`config.mk`:
```
export PLATFORM = sky130hd
export DESIGN_NAME = fma_operand_loader_flat
export DESIGN_NICKNAME = d
export VERILOG_FILES = /design/src/rtl/fma_operand_loader_if.sv /design/src/rtl/fma_operand_loader.sv /design/src/flat_wrapper.sv
export SDC_FILE = /design/constraint.sdc
export NUM_CORES = 1
export LEC_CHECK = 0
export CORE_UTILIZATION = 53
export CTS_CLUSTER_DIAMETER = 120
export DETAILED_ROUTE_END_ITERATION = 16
export PLACE_DENSITY_LB_ADDON = 0.12
export SYNTH_ARGS = -nofsm -noshare
export SYNTH_HDL_FRONTEND = slang
export SYNTH_SLANG_ARGS = --single-unit
```
`constraint.sdc`:
```
create_clock -name clk_in -period 7.2 [get_ports clk_in]
set_clock_uncertainty 0.2 [all_clocks]
set_input_delay 0.72 -clock clk_in [delete_from_list [all_inputs] [get_ports clk_in]]
set_output_delay 0.72 -clock clk_in [all_outputs]
set_load 0.01 [all_outputs]
```
`src/rtl/fma_operand_loader_if.sv`:
```
// fma_operand_loader_if: command, BRAM read and buffer handshake bundle
// master = loader side, slave = controller/BRAM/buffer side
interface fma_operand_loader_if #(
  parameter int FMA_COUNT  = 2,
  parameter int WIDTH      = 16,
  parameter int ADDR_WIDTH = 11
);
  logic                         cmd_valid_in;
  logic                         cmd_ready_out;
  logic [ADDR_WIDTH-1:0]        cmd_a_base_in;
  logic [ADDR_WIDTH-1:0]        cmd_b_base_in;
  logic [ADDR_WIDTH-1:0]        cmd_c_base_in;
  logic                         cmd_c_en_in;
  logic [ADDR_WIDTH-1:0]        bram_addr_out;
  logic [WIDTH-1:0]             bram_data_in;
  logic                         buf_fire_in;
  logic [FMA_COUNT*3*WIDTH-1:0] abc_out;
  logic [FMA_COUNT*3-1:0]       abc_valid_out;
  logic                         busy_out;

  modport master (
    input  cmd_valid_in, cmd_a_base_in, cmd_b_base_in,
    input  cmd_c_base_in, cmd_c_en_in, bram_data_in,
    input  buf_fire_in,
    output cmd_ready_out, bram_addr_out, abc_out,
    output abc_valid_out, busy_out
  );

  modport slave (
    output cmd_valid_in, cmd_a_base_in, cmd_b_base_in,
    output cmd_c_base_in, cmd_c_en_in, bram_data_in,
    output buf_fire_in,
    input  cmd_ready_out, bram_addr_out, abc_out,
    input  abc_valid_out, busy_out
  );
endinterface

```
`src/rtl/fma_operand_loader.sv`:
```
// fma_operand_loader: reads a/b/c per FMA from BRAM, emits paired beats
// FMA_LOADER_B_BROADCAST_EN: read b once and reuse it for every slot
module fma_operand_loader #(
  parameter int FMA_COUNT    = 2,
  parameter int WIDTH        = 16,
  parameter int ADDR_WIDTH   = 11,
  parameter int BRAM_LATENCY = 2
) (
  input logic clk_in,
  input logic rst_in,
  fma_operand_loader_if.master bus
);
  localparam int IW = (FMA_COUNT > 1) ? $clog2(FMA_COUNT) : 1;
  localparam int SW = 3 * WIDTH;
  localparam logic [IW-1:0] LAST = IW'(FMA_COUNT - 1);
  localparam logic [1:0] OP_A = 2'd0;
  localparam logic [1:0] OP_B = 2'd1;
  localparam logic [1:0] OP_C = 2'd2;

  typedef enum logic [1:0] {IDLE, ISSUE, DRAIN, WAIT_ACK} state_t;

  state_t state, state_nxt;
  logic [IW-1:0] fma, fma_nxt;
  logic [1:0] op, op_nxt;
  logic [1:0] first_op;
  logic issue, accept;

  logic [ADDR_WIDTH-1:0] a_base, b_base, c_base;
  logic [ADDR_WIDTH-1:0] base;
  logic c_en;

  logic          tag_v   [BRAM_LATENCY];
  logic [IW-1:0] tag_idx [BRAM_LATENCY];
  logic [1:0]    tag_op  [BRAM_LATENCY];
  logic          ret_v;
  logic [IW-1:0] ret_idx;
  logic [1:0]    ret_op;
  logic          pipe_busy;

  logic [WIDTH-1:0] c_lat;
`ifdef FMA_LOADER_B_BROADCAST_EN
  logic [WIDTH-1:0] b_lat;
`else
  logic [WIDTH-1:0] a_lat;
`endif
  logic beat;
  logic [WIDTH-1:0] beat_a, beat_b;
  logic [FMA_COUNT*SW-1:0] abc_q;
  logic [FMA_COUNT*3-1:0] vld_q;

  assign accept   = (state == IDLE) && bus.cmd_valid_in;
  assign issue    = (state == ISSUE);
  assign first_op = c_en ? OP_C : OP_A;
  assign ret_v    = tag_v[BRAM_LATENCY-1];
  assign ret_idx  = tag_idx[BRAM_LATENCY-1];
  assign ret_op   = tag_op[BRAM_LATENCY-1];

  assign bus.cmd_ready_out = (state == IDLE);
  assign bus.busy_out      = (state != IDLE);
  assign bus.abc_out       = abc_q;
  assign bus.abc_valid_out = vld_q;

  // state and issue-cursor registers
  always_ff @(posedge clk_in or negedge rst_in) begin
    if (!rst_in) begin
      state <= IDLE;
      fma   <= '0;
      op    <= OP_A;
    end else begin
      state <= state_nxt;
      fma   <= fma_nxt;
      op    <= op_nxt;
    end
  end

  // next state and read sequencing: c, a, b per slot
  always_comb begin
    state_nxt = state;
    fma_nxt   = fma;
    op_nxt    = op;
    unique case (state)
      IDLE: begin
        if (bus.cmd_valid_in) begin
          state_nxt = ISSUE;
          fma_nxt   = '0;
`ifdef FMA_LOADER_B_BROADCAST_EN
          op_nxt    = OP_B;
`else
          op_nxt    = bus.cmd_c_en_in ? OP_C : OP_A;
`endif
        end
      end
      ISSUE: begin
        if (op == OP_C) begin
          op_nxt = OP_A;
`ifdef FMA_LOADER_B_BROADCAST_EN
        end else if (op == OP_B) begin
          op_nxt = first_op;
`else
        end else if (op == OP_A) begin
          op_nxt = OP_B;
`endif
        end else if (fma == LAST) begin
          state_nxt = DRAIN;
        end else begin
          fma_nxt = fma + 1'b1;
          op_nxt  = first_op;
        end
      end
      DRAIN: begin
        if (!pipe_busy) state_nxt = WAIT_ACK;
      end
      WAIT_ACK: begin
        if (bus.buf_fire_in) state_nxt = IDLE;
      end
      default: state_nxt = IDLE;
    endcase
  end

  // read address for the operand being issued, zero otherwise
  always_comb begin
    base = a_base;
    unique case (1'b1)
      op == OP_B: base = b_base;
      op == OP_C: base = c_base;
      default:    base = a_base;
    endcase
    bus.bram_addr_out = issue ? base + ADDR_WIDTH'(fma) : '0;
  end

  // command latch
  always_ff @(posedge clk_in or negedge rst_in) begin
    if (!rst_in) begin
      a_base <= '0;
      b_base <= '0;
      c_base <= '0;
      c_en   <= 1'b0;
    end else if (accept) begin
      a_base <= bus.cmd_a_base_in;
      b_base <= bus.cmd_b_base_in;
      c_base <= bus.cmd_c_base_in;
      c_en   <= bus.cmd_c_en_in;
    end
  end

  // tag shift register aligned with BRAM read latency
  always_ff @(posedge clk_in or negedge rst_in) begin
    if (!rst_in) begin
      for (int k = 0; k < BRAM_LATENCY; k++) begin
        tag_v[k]   <= 1'b0;
        tag_idx[k] <= '0;
        tag_op[k]  <= OP_A;
      end
    end else begin
      tag_v[0]   <= issue;
      tag_idx[0] <= fma;
      tag_op[0]  <= op;
      for (int k = 1; k < BRAM_LATENCY; k++) begin
        tag_v[k]   <= tag_v[k-1];
        tag_idx[k] <= tag_idx[k-1];
        tag_op[k]  <= tag_op[k-1];
      end
    end
  end

  // any read still in flight
  always_comb begin
    pipe_busy = 1'b0;
    for (int k = 0; k < BRAM_LATENCY; k++) begin
      pipe_busy = pipe_busy | tag_v[k];
    end
  end

  // operand latches for returns that do not complete a beat
  always_ff @(posedge clk_in or negedge rst_in) begin
    if (!rst_in) begin
      c_lat <= '0;
`ifdef FMA_LOADER_B_BROADCAST_EN
      b_lat <= '0;
`else
      a_lat <= '0;
`endif
    end else if (accept) begin
      c_lat <= '0;
    end else if (ret_v) begin
      if (ret_op == OP_C) c_lat <= bus.bram_data_in;
`ifdef FMA_LOADER_B_BROADCAST_EN
      if (ret_op == OP_B) b_lat <= bus.bram_data_in;
`else
      if (ret_op == OP_A) a_lat <= bus.bram_data_in;
`endif
    end
  end

  // beat trigger: the last operand of a slot returning
  always_comb begin
`ifdef FMA_LOADER_B_BROADCAST_EN
    beat   = ret_v && (ret_op == OP_A);
    beat_a = bus.bram_data_in;
    beat_b = b_lat;
`else
    beat   = ret_v && (ret_op == OP_B);
    beat_a = a_lat;
    beat_b = bus.bram_data_in;
`endif
  end

  // one-cycle beat register into the buffer layout
  always_ff @(posedge clk_in or negedge rst_in) begin
    if (!rst_in) begin
      abc_q <= '0;
      vld_q <= '0;
    end else begin
      abc_q <= '0;
      vld_q <= '0;
      if (beat) begin
        for (int s = 0; s < FMA_COUNT; s++) begin
          if (ret_idx == IW'(s)) begin
            abc_q[s*SW +: SW] <= {c_lat, beat_b, beat_a};
            vld_q[s*3 +: 3]   <= {c_en, 2'b11};
          end
        end
      end
    end
  end
endmodule

```
`src/flat_wrapper.sv`:
```
// flat-port wrapper written by rule: the top's interface ports become plain ports
module fma_operand_loader_flat 
#(
  parameter int FMA_COUNT    = 2,
  parameter int WIDTH        = 16,
  parameter int ADDR_WIDTH   = 11,
  parameter int BRAM_LATENCY = 2
)
  (clk_in, rst_in, bus_cmd_valid_in, bus_cmd_a_base_in, bus_cmd_b_base_in, bus_cmd_c_base_in, bus_cmd_c_en_in, bus_bram_data_in, bus_buf_fire_in, bus_cmd_ready_out, bus_bram_addr_out, bus_abc_out, bus_abc_valid_out, bus_busy_out);
  fma_operand_loader_if #(.FMA_COUNT(FMA_COUNT), .WIDTH(WIDTH), .ADDR_WIDTH(ADDR_WIDTH)) bus_i ();
  input logic clk_in;
  input logic rst_in;
  input wire logic [$bits(bus_i.cmd_valid_in)-1:0] bus_cmd_valid_in;
  input wire logic [$bits(bus_i.cmd_a_base_in)-1:0] bus_cmd_a_base_in;
  input wire logic [$bits(bus_i.cmd_b_base_in)-1:0] bus_cmd_b_base_in;
  input wire logic [$bits(bus_i.cmd_c_base_in)-1:0] bus_cmd_c_base_in;
  input wire logic [$bits(bus_i.cmd_c_en_in)-1:0] bus_cmd_c_en_in;
  input wire logic [$bits(bus_i.bram_data_in)-1:0] bus_bram_data_in;
  input wire logic [$bits(bus_i.buf_fire_in)-1:0] bus_buf_fire_in;
  output wire logic [$bits(bus_i.cmd_ready_out)-1:0] bus_cmd_ready_out;
  output wire logic [$bits(bus_i.bram_addr_out)-1:0] bus_bram_addr_out;
  output wire logic [$bits(bus_i.abc_out)-1:0] bus_abc_out;
  output wire logic [$bits(bus_i.abc_valid_out)-1:0] bus_abc_valid_out;
  output wire logic [$bits(bus_i.busy_out)-1:0] bus_busy_out;
  assign bus_i.cmd_valid_in = bus_cmd_valid_in;
  assign bus_i.cmd_a_base_in = bus_cmd_a_base_in;
  assign bus_i.cmd_b_base_in = bus_cmd_b_base_in;
  assign bus_i.cmd_c_base_in = bus_cmd_c_base_in;
  assign bus_i.cmd_c_en_in = bus_cmd_c_en_in;
  assign bus_i.bram_data_in = bus_bram_data_in;
  assign bus_i.buf_fire_in = bus_buf_fire_in;
  assign bus_cmd_ready_out = bus_i.cmd_ready_out;
  assign bus_bram_addr_out = bus_i.bram_addr_out;
  assign bus_abc_out = bus_i.abc_out;
  assign bus_abc_valid_out = bus_i.abc_valid_out;
  assign bus_busy_out = bus_i.busy_out;
  fma_operand_loader #(.FMA_COUNT(FMA_COUNT), .WIDTH(WIDTH), .ADDR_WIDTH(ADDR_WIDTH), .BRAM_LATENCY(BRAM_LATENCY)) u_core (.clk_in(clk_in), .rst_in(rst_in), .bus(bus_i));
endmodule
```
==> summary.txt, run 1 <==
Synthesis
  • Yosys warning total: 0
  • Number of synthesized register bits: 179
  • Synth Instances: slightly below 600
  • Synth cell types: 39
  • Post-Syn Area: ~6800 um2
  • Mapped Avg Cell Area: about 11 um2
  • Sequential area share after synthesis: 66.2%
  • Net Count, Synth: roughly 650

Worst setup path
  • Reg2reg end: u_core.a_lat[13]
  • Startpoint types: flip-flop
  • Reg2reg start: u_core.state[0]
  • Endpoint class of the critical path: output pin
  • Worst path arrival time: 4.19 ns
  • Worst R2R Setup Slack: around 3.8 ns
  • CP Class: reg -> out
  • Critical path fanouts, max: 25
  • Critical path required time: 6.28 ns
  • Reg2Reg Depth: 5

Global routing
  • Initial antenna violation count: 0
  • Gr busiest metal: met2
  • GR Util met1: 31.1%
  • Met3 Use GR: 5.64%
  • First-pass GRT wire length: 24.1 mm
  • Met2 usage: 40.8%
  • Vias in the first global route: between 4k and 5k
  • Total Routing Usage GR: between 20 and 25%
  • Global route overflow: 0
  • Largest net degree at the start of global routing: between 100 and 150

Min path
  • HP Class: reg -> reg
  • WHS Path Cells: 0
  • Min-delay src: u_core.tag_op[3]
  • Worst Hold Path EP: u_core.ret_op[1]

Clock network
  • CTS clk-pin slew, worst paths: 0.07 ns
  • # Post-CTS Setup Buffers: 0
  • CTS Hold Buffers Added: 0
  • CTS tree: done
  • Clk root buf: clkbuf_16
  • Number of buffers created by CTS: 17
  • Clk_lat worst skew: approximately 0.42 ns
  • Post_cts resized: 0
  • CTS sink cnt: 179
  • CTS Buffer Depth: 2
  • H-tree depth: 4

STA
  • Post-route minimum period: 5.11 ns
  • Unrepaired setup endpoints after global routing: false
  • FMAX: 196 MHz
  • Final hold violation count: 0
  • Tightest Pin Transition: 1.19 ns
  • Setup TNS: 0 ns
  • # setup viols final: 0
  • Max_slew headroom: 20.4%
  • Final period util: 71.0%
  • Slew Viols, Final: 0

Status
  • Outcome: completed

Floorplanning
  • Core area: roughly 12,000 um2
  • Io pins: between 150 and 200
  • Die ar.: 13,200 um2
  • Die Ht: 115 um
  • Chip width: 115 um
  • FP Rows: 40
  • Initial Utilization: between 50% and 60%

Routing
  • DR vias/cell: 5.06
  • Initial DRC Count: 250
  • Final WL: 15.0 mm
  • Pre-Repair DR Iteration Count: 4
  • DR WL/cell: between 15 and 20 um
  • Via count: 4,700
  • Post-DRT Antenna Nets: 0
  • # DRC: 0

Pwr
  • Pwr dens: 352 nW/um2
  • Peak VDD IR: 0.000260 V
  • Leak: 4.30 nW

Cells and area
  • Antenna diode count: 0
  • Fin util: 74.8%
  • Post-route design area: 9130 um2
  • Ratio of cells with drive above 1 in the final layout: around 8.1%
  • # fillers: 866
  • Syn-to-layout area delta: 34.9%
  • Fin nets: 812

Placed design
  • Placed cell areas: 8530 um2
  • GPL Wtd Cong: 0.884
  • Input/output buffers: 168
  • Dpl hpwl: a little over 10 mm

Flow run
  • Max Cap Violations: 0
-- synthesized netlist by cell type --
cell	n	share of area [%]
dfrtp_1	179	66
buf_8	1	0.22
o21ai_0	8	0.59
a21oi_1	28	2.1
mux2i_1	2	0.30
nand3_1	4	0.30
nand4_2	1	0.18
nor2_1	19	1.1
and3_1	1	0.092
nor2b_1	1	0.092
xor2_1	2	0.26
ha_1	10	1.8
buf_4	3	0.33
or3_1	1	0.092
a22oi_1	7	0.78
and2_1	101	9.3
o31ai_1	1	0.11
nand4_1	1	0.092
nand3b_1	3	0.33
and3b_1	1	0.13
nand2b_1	4	0.37
mux2_2	16	2.7
o21ai_1	2	0.15
or4_1	1	0.11
a21oi_4	2	0.48
clkbuf_1	24	1.3
a21oi_2	2	0.26
a21o_1	1	0.11
xnor2_1	3	0.39
buf_6	2	0.33
nand2_1	142	7.9
a31oi_1	2	0.18
clkinv_1	1	0.055
a22o_1	1	0.13
nor3_1	2	0.15
buf_2	1	0.074
a22oi_2	3	0.55
inv_1	5	0.28
o311a_1	1	0.15
-- state kept, by name, indices dropped and copies added (netlist names) --
name	cells
u_core.op	2
u_core.state	2
u_core.tag_v	1
u_core.bus.abc_out	96
u_core.fma	1
u_core.ret_op	2
u_core.tag_idx	1
u_core.b_base	11
u_core.c_lat	16
u_core.a_base	11
u_core.c_en	1
u_core.tag_op	2
u_core.bus.abc_valid_out	4
u_core.ret_idx	1
u_core.c_base	11
u_core.ret_v	1
u_core.a_lat	16
-- worst max path at each step --
stage                       startpoint               endpoint  slack [ns]  cells past startpoint
after floorplan           u_core.op[1]  bus_bram_addr_out[10]        3.57                     13
after global placement    u_core.op[1]  bus_bram_addr_out[10]        2.80                     12
after detailed placement  u_core.op[1]  bus_bram_addr_out[10]        2.57                     12
after CTS                 u_core.op[0]  bus_bram_addr_out[10]        2.09                     12
after global routing      u_core.op[0]  bus_bram_addr_out[10]        1.75                     12
final                     u_core.op[0]  bus_bram_addr_out[10]        2.09                     12
-- cells by family after synthesis --
kind of cell	synth area share (%)
AOI/OAI and AO/OA	5.56
xor gates and xnor gates	0.647
and+or+nand+nor	20.2
adders and majority gates	1.85
muxes	2.96
buffers and inverters	2.62
DFF	66.2
-- report_power, final --
| part | total, mW | switching (mW) | leakage [nW] | internal, mW |
|---|---|---|---|---|
| Clock | 0.925 | 0.404 | 0.286 | 0.521 |
| Combinational | 0.916 | 0.530 | 1.63 | 0.386 |
| Sequential | 1.37 | 0.150 | 2.39 | 1.22 |
-- layer usage --
layer	vias to the layer above	share of wire, %
li1	2197	-
met1	2309	42
met2	168	50
met3	26	5.2
met4	0	2.1
met5	-	0
-- area by class of cell --
cell class	count	area [um2]	area share [%]
well taps	168	210	2.30
inverters	6	22.5	0.247
flip-flops and latches	179	4480	49.0
clock inverters	15	173	1.89
multi-input cells	373	2120	23.2
repair buffers	171	1710	18.7
clock buffers	17	425	4.66
-- cells in the final DEF, fill, tap and decap left out, types with 3 or more instances in the layout --
cell type        count
a22oi_1              7
dfrtp_1            179
nand2_1            142
mux2_2              16
clkinvlp_4           3
buf_4                3
clkdlybuf4s50_1    167
inv_6                5
nand2b_1             4
clkbuf_16           17
inv_1                5
o21ai_0              8
a21oi_1             28
a22oi_2              3
ha_1                10
and2_1             100
nand3_1              4
nand3b_1             3
nor2_1              18
xnor2_1              3
-- metrics by stage --
step	power [mW]	hold WS (ns)	std cells	worst slack [ns]
after floorplan	1.99	0.131	589	3.57
after detailed placement	2.30	0.139	897	2.57
after CTS	3.24	0.159	929	2.09
final	3.22	0.157	929	2.09
after global routing	3.41	0.162	929	1.75
after global placement	2.24	0.135	897	2.80
-- critical path: stages, from the launching register on --
cell and delay [ns]:
dfrtp_1 0.39, inv_1 0.10, ha_1 0.83, nor2_1 0.12, a21oi_1 0.17, ha_1 0.21, ha_1 0.22, o21ai_1 0.08
a21oi_1 0.20, nand4_2 0.19, or4_1 0.50, a21oi_1 0.18, clkdlybuf4s50_1 0.56
Note: power is estimated with default switching activity, not from simulation.
==> inputs of run 2 (changes only) <==
--- a/config.mk
+++ b/config.mk
@@ -5,7 +5,7 @@
 export SDC_FILE = /design/constraint.sdc
 export NUM_CORES = 1
 export LEC_CHECK = 0
-export CORE_UTILIZATION = 53
+export CORE_UTILIZATION = 44
 export CTS_CLUSTER_DIAMETER = 120
 export DETAILED_ROUTE_END_ITERATION = 16
 export PLACE_DENSITY_LB_ADDON = 0.12
==> constraint.sdc (replaced) <==
create_clock -name clk_in -period 4.2 [get_ports clk_in]
set_clock_uncertainty 0.2 [all_clocks]
set_input_delay 0.42 -clock clk_in [delete_from_list [all_inputs] [get_ports clk_in]]
set_output_delay 0.42 -clock clk_in [all_outputs]
set_load 0.01 [all_outputs]
==> summary.txt, run 2 (same netlist as run 1, synthesis figures left out) <==
Status
  • Outcome: finished with violations
  • Failing checks: negative hold slack

Floorplanning
  • Core area: 14,800 um2
  • Chip width: 126 um
  • Die ar.: 15,900 um2
  • Initial Utilization: 45.9%
  • FP Rows: 44
  • Io pins: 169
  • Die Ht: approximately 130 um

Global routing
  • Vias in the first global route: 4,593
  • Largest net degree at the start of global routing: 121
  • Total Routing Usage GR: just over 20%
  • Global route overflow: 0
  • Initial antenna violation count: 0
  • First-pass GRT wire length: 24.6 mm

STA
  • Tightest Pin Transition: 1.07 ns
  • Unrepaired setup endpoints after global routing: false
  • Slew Viols, Final: 0
  • Max_slew headroom: 28.4%
  • Setup TNS: 0 ns
  • Post-route minimum period: 3.90 ns
  • FMAX: 256 MHz
  • # setup viols final: 0
  • Final hold violation count: 27
  • Hold Worst Slack: -0.0560 ns
  • Final period util: 92.9%

Placed design
  • Post-Place Cells: around 920
  • Dpl hpwl: around 10 mm
  • Input/output buffers: 168
  • Placed cell areas: 8590 um2
  • GPL Wtd Cong: 0.916

Min path
  • HP Class: in -> async

Clock network
  • Clk_lat worst skew: 0.42 ns
  • CTS sink cnt: 179
  • CTS Hold Buffers Added: 0
  • H-tree depth: 4
  • CTS clk-pin slew, worst paths: 0.06 ns
  • Number of buffers created by CTS: 17
  • Clk root buf: clkbuf_16
  • CTS tree: done
  • CTS Buffer Depth: 2

Worst setup path
  • Reg2Reg Depth: 6
  • Critical path required time: 3.58 ns
  • CP Class: reg -> out
  • Startpoint types: flip-flop
  • Endpoint class of the critical path: output pin
  • Critical path fanouts, max: 23
  • Worst path arrival time: ~3.3 ns

Routing
  • Via count: 4,639
  • DR WL/cell: between 15 and 20 um
  • # DRC: 0
  • Post-DRT Antenna Nets: 0
  • Initial DRC Count: 301
  • Pre-Repair DR Iteration Count: 4
  • DR vias/cell: 4.89
  • Final WL: approximately 15 mm

Cells and area
  • Syn-to-layout area delta: 36.5%
  • Antenna diode count: 0
  • Commonest non-fill, non-tap cell in the layout: dfrtp_1
  • Fin cells: 949
  • Ratio of cells with drive above 1 in the final layout: under 10%
  • Fin nets: 817
  • Post-route design area: 9240 um2
  • Most frequent cells in the layout: dfrtp_1 (179), clkdlybuf4s50_1 (165), nand2_1 (142)
  • Fin util: 62.7%
  • Largest register FFs: 96

Pwr
  • Leak: 4.37 nW
  • Design Power: 5.60 mW
  • Pwr dens: 605 nW/um2
  • Peak VDD IR: 0.000400 V

Flow run
  • Max Cap Violations: 0
## run 2: changes by cell type in the layout (fill, tap and decap cells not counted), moves of 2 or more
cell,change
clkdlybuf4s50_1,-2
clkinvlp_4,-2
clkbuf_8,+3
clkbuf_1,+2
bufinv_16,+2
inv_6,-4
buf_4,+4
## run 2: final cells by class
cell class                      count  area, um2
Inverter                            6       22.5
Sequential cell                   179       4480
Multi-Input combinational cell    373       2130
Fill cell                        1175       5510
Timing Repair Buffer              176       1750
Clock inverter                      9        151
Clock buffer                       22        474
Tap cell                          184        230
## run 2: power by group
part           internal [mW]  switching, mW  total [mW]
clock                   1.04          0.622        1.66
sequential              2.10          0.250        2.35
combinational          0.689          0.895        1.58
## run 2: final timing paths
| kind | slack (ns) | from | endpoint |
|---|---|---|---|
| setup / recovery | 0.30 | u_core.op[1] | bus_bram_addr_out[10] |
| hold / removal | -0.06 | rst_in | u_core.bus.abc_out[8] |
| setup reg to reg | 1.54 | u_core.state[0] | u_core.a_lat[12] |
| max in group asynchronous | 2.81 | rst_in | u_core.a_lat[9] |
| hold reg to reg | 0.15 | u_core.tag_op[3] | u_core.ret_op[1] |
| min in group clk_in | 0.15 | u_core.tag_op[3] | u_core.ret_op[1] |
## run 2: metal layers
layer / up-vias / track usage, % / wire length (um)
li1: 2206 / - / -
met1: 2270 / 26.8 / 6630
met2: 147 / 32.9 / 7520
met3: 16 / 5.18 / 688
met4: 0 / 7.02 / 195
met5: - / 0 / 0
## run 2: worst max-delay path, stage by stage (launching register included)
cell and delay, ns:
dfrtp_1 0.38, inv_1 0.12, ha_1 0.35, buf_8 0.20
nor2_1 0.07, a21oi_1 0.13, ha_1 0.22, o21ai_1 0.08
a21oi_1 0.15, nand4_2 0.19, or4_1 0.51, a21oi_1 0.16
dlygate4sd2_1 0.29
## run 2: what timing repair did
action / 4_1_cts / 5_1_grt
setup endpoints to repair: 1 / 1
buffers inserted: 1 / 0
resized for setup: 5 / 1
## run 2: per-stage QoR
stage	hold WS, ns	setup WS (ns)
global route	0.0514	0.0618
detailed placement	0.136	0.282
global placement	0.133	0.424
CTS	0.00955	0.190
finish	-0.0560	0.297
floorplan	-0.0756	0.867
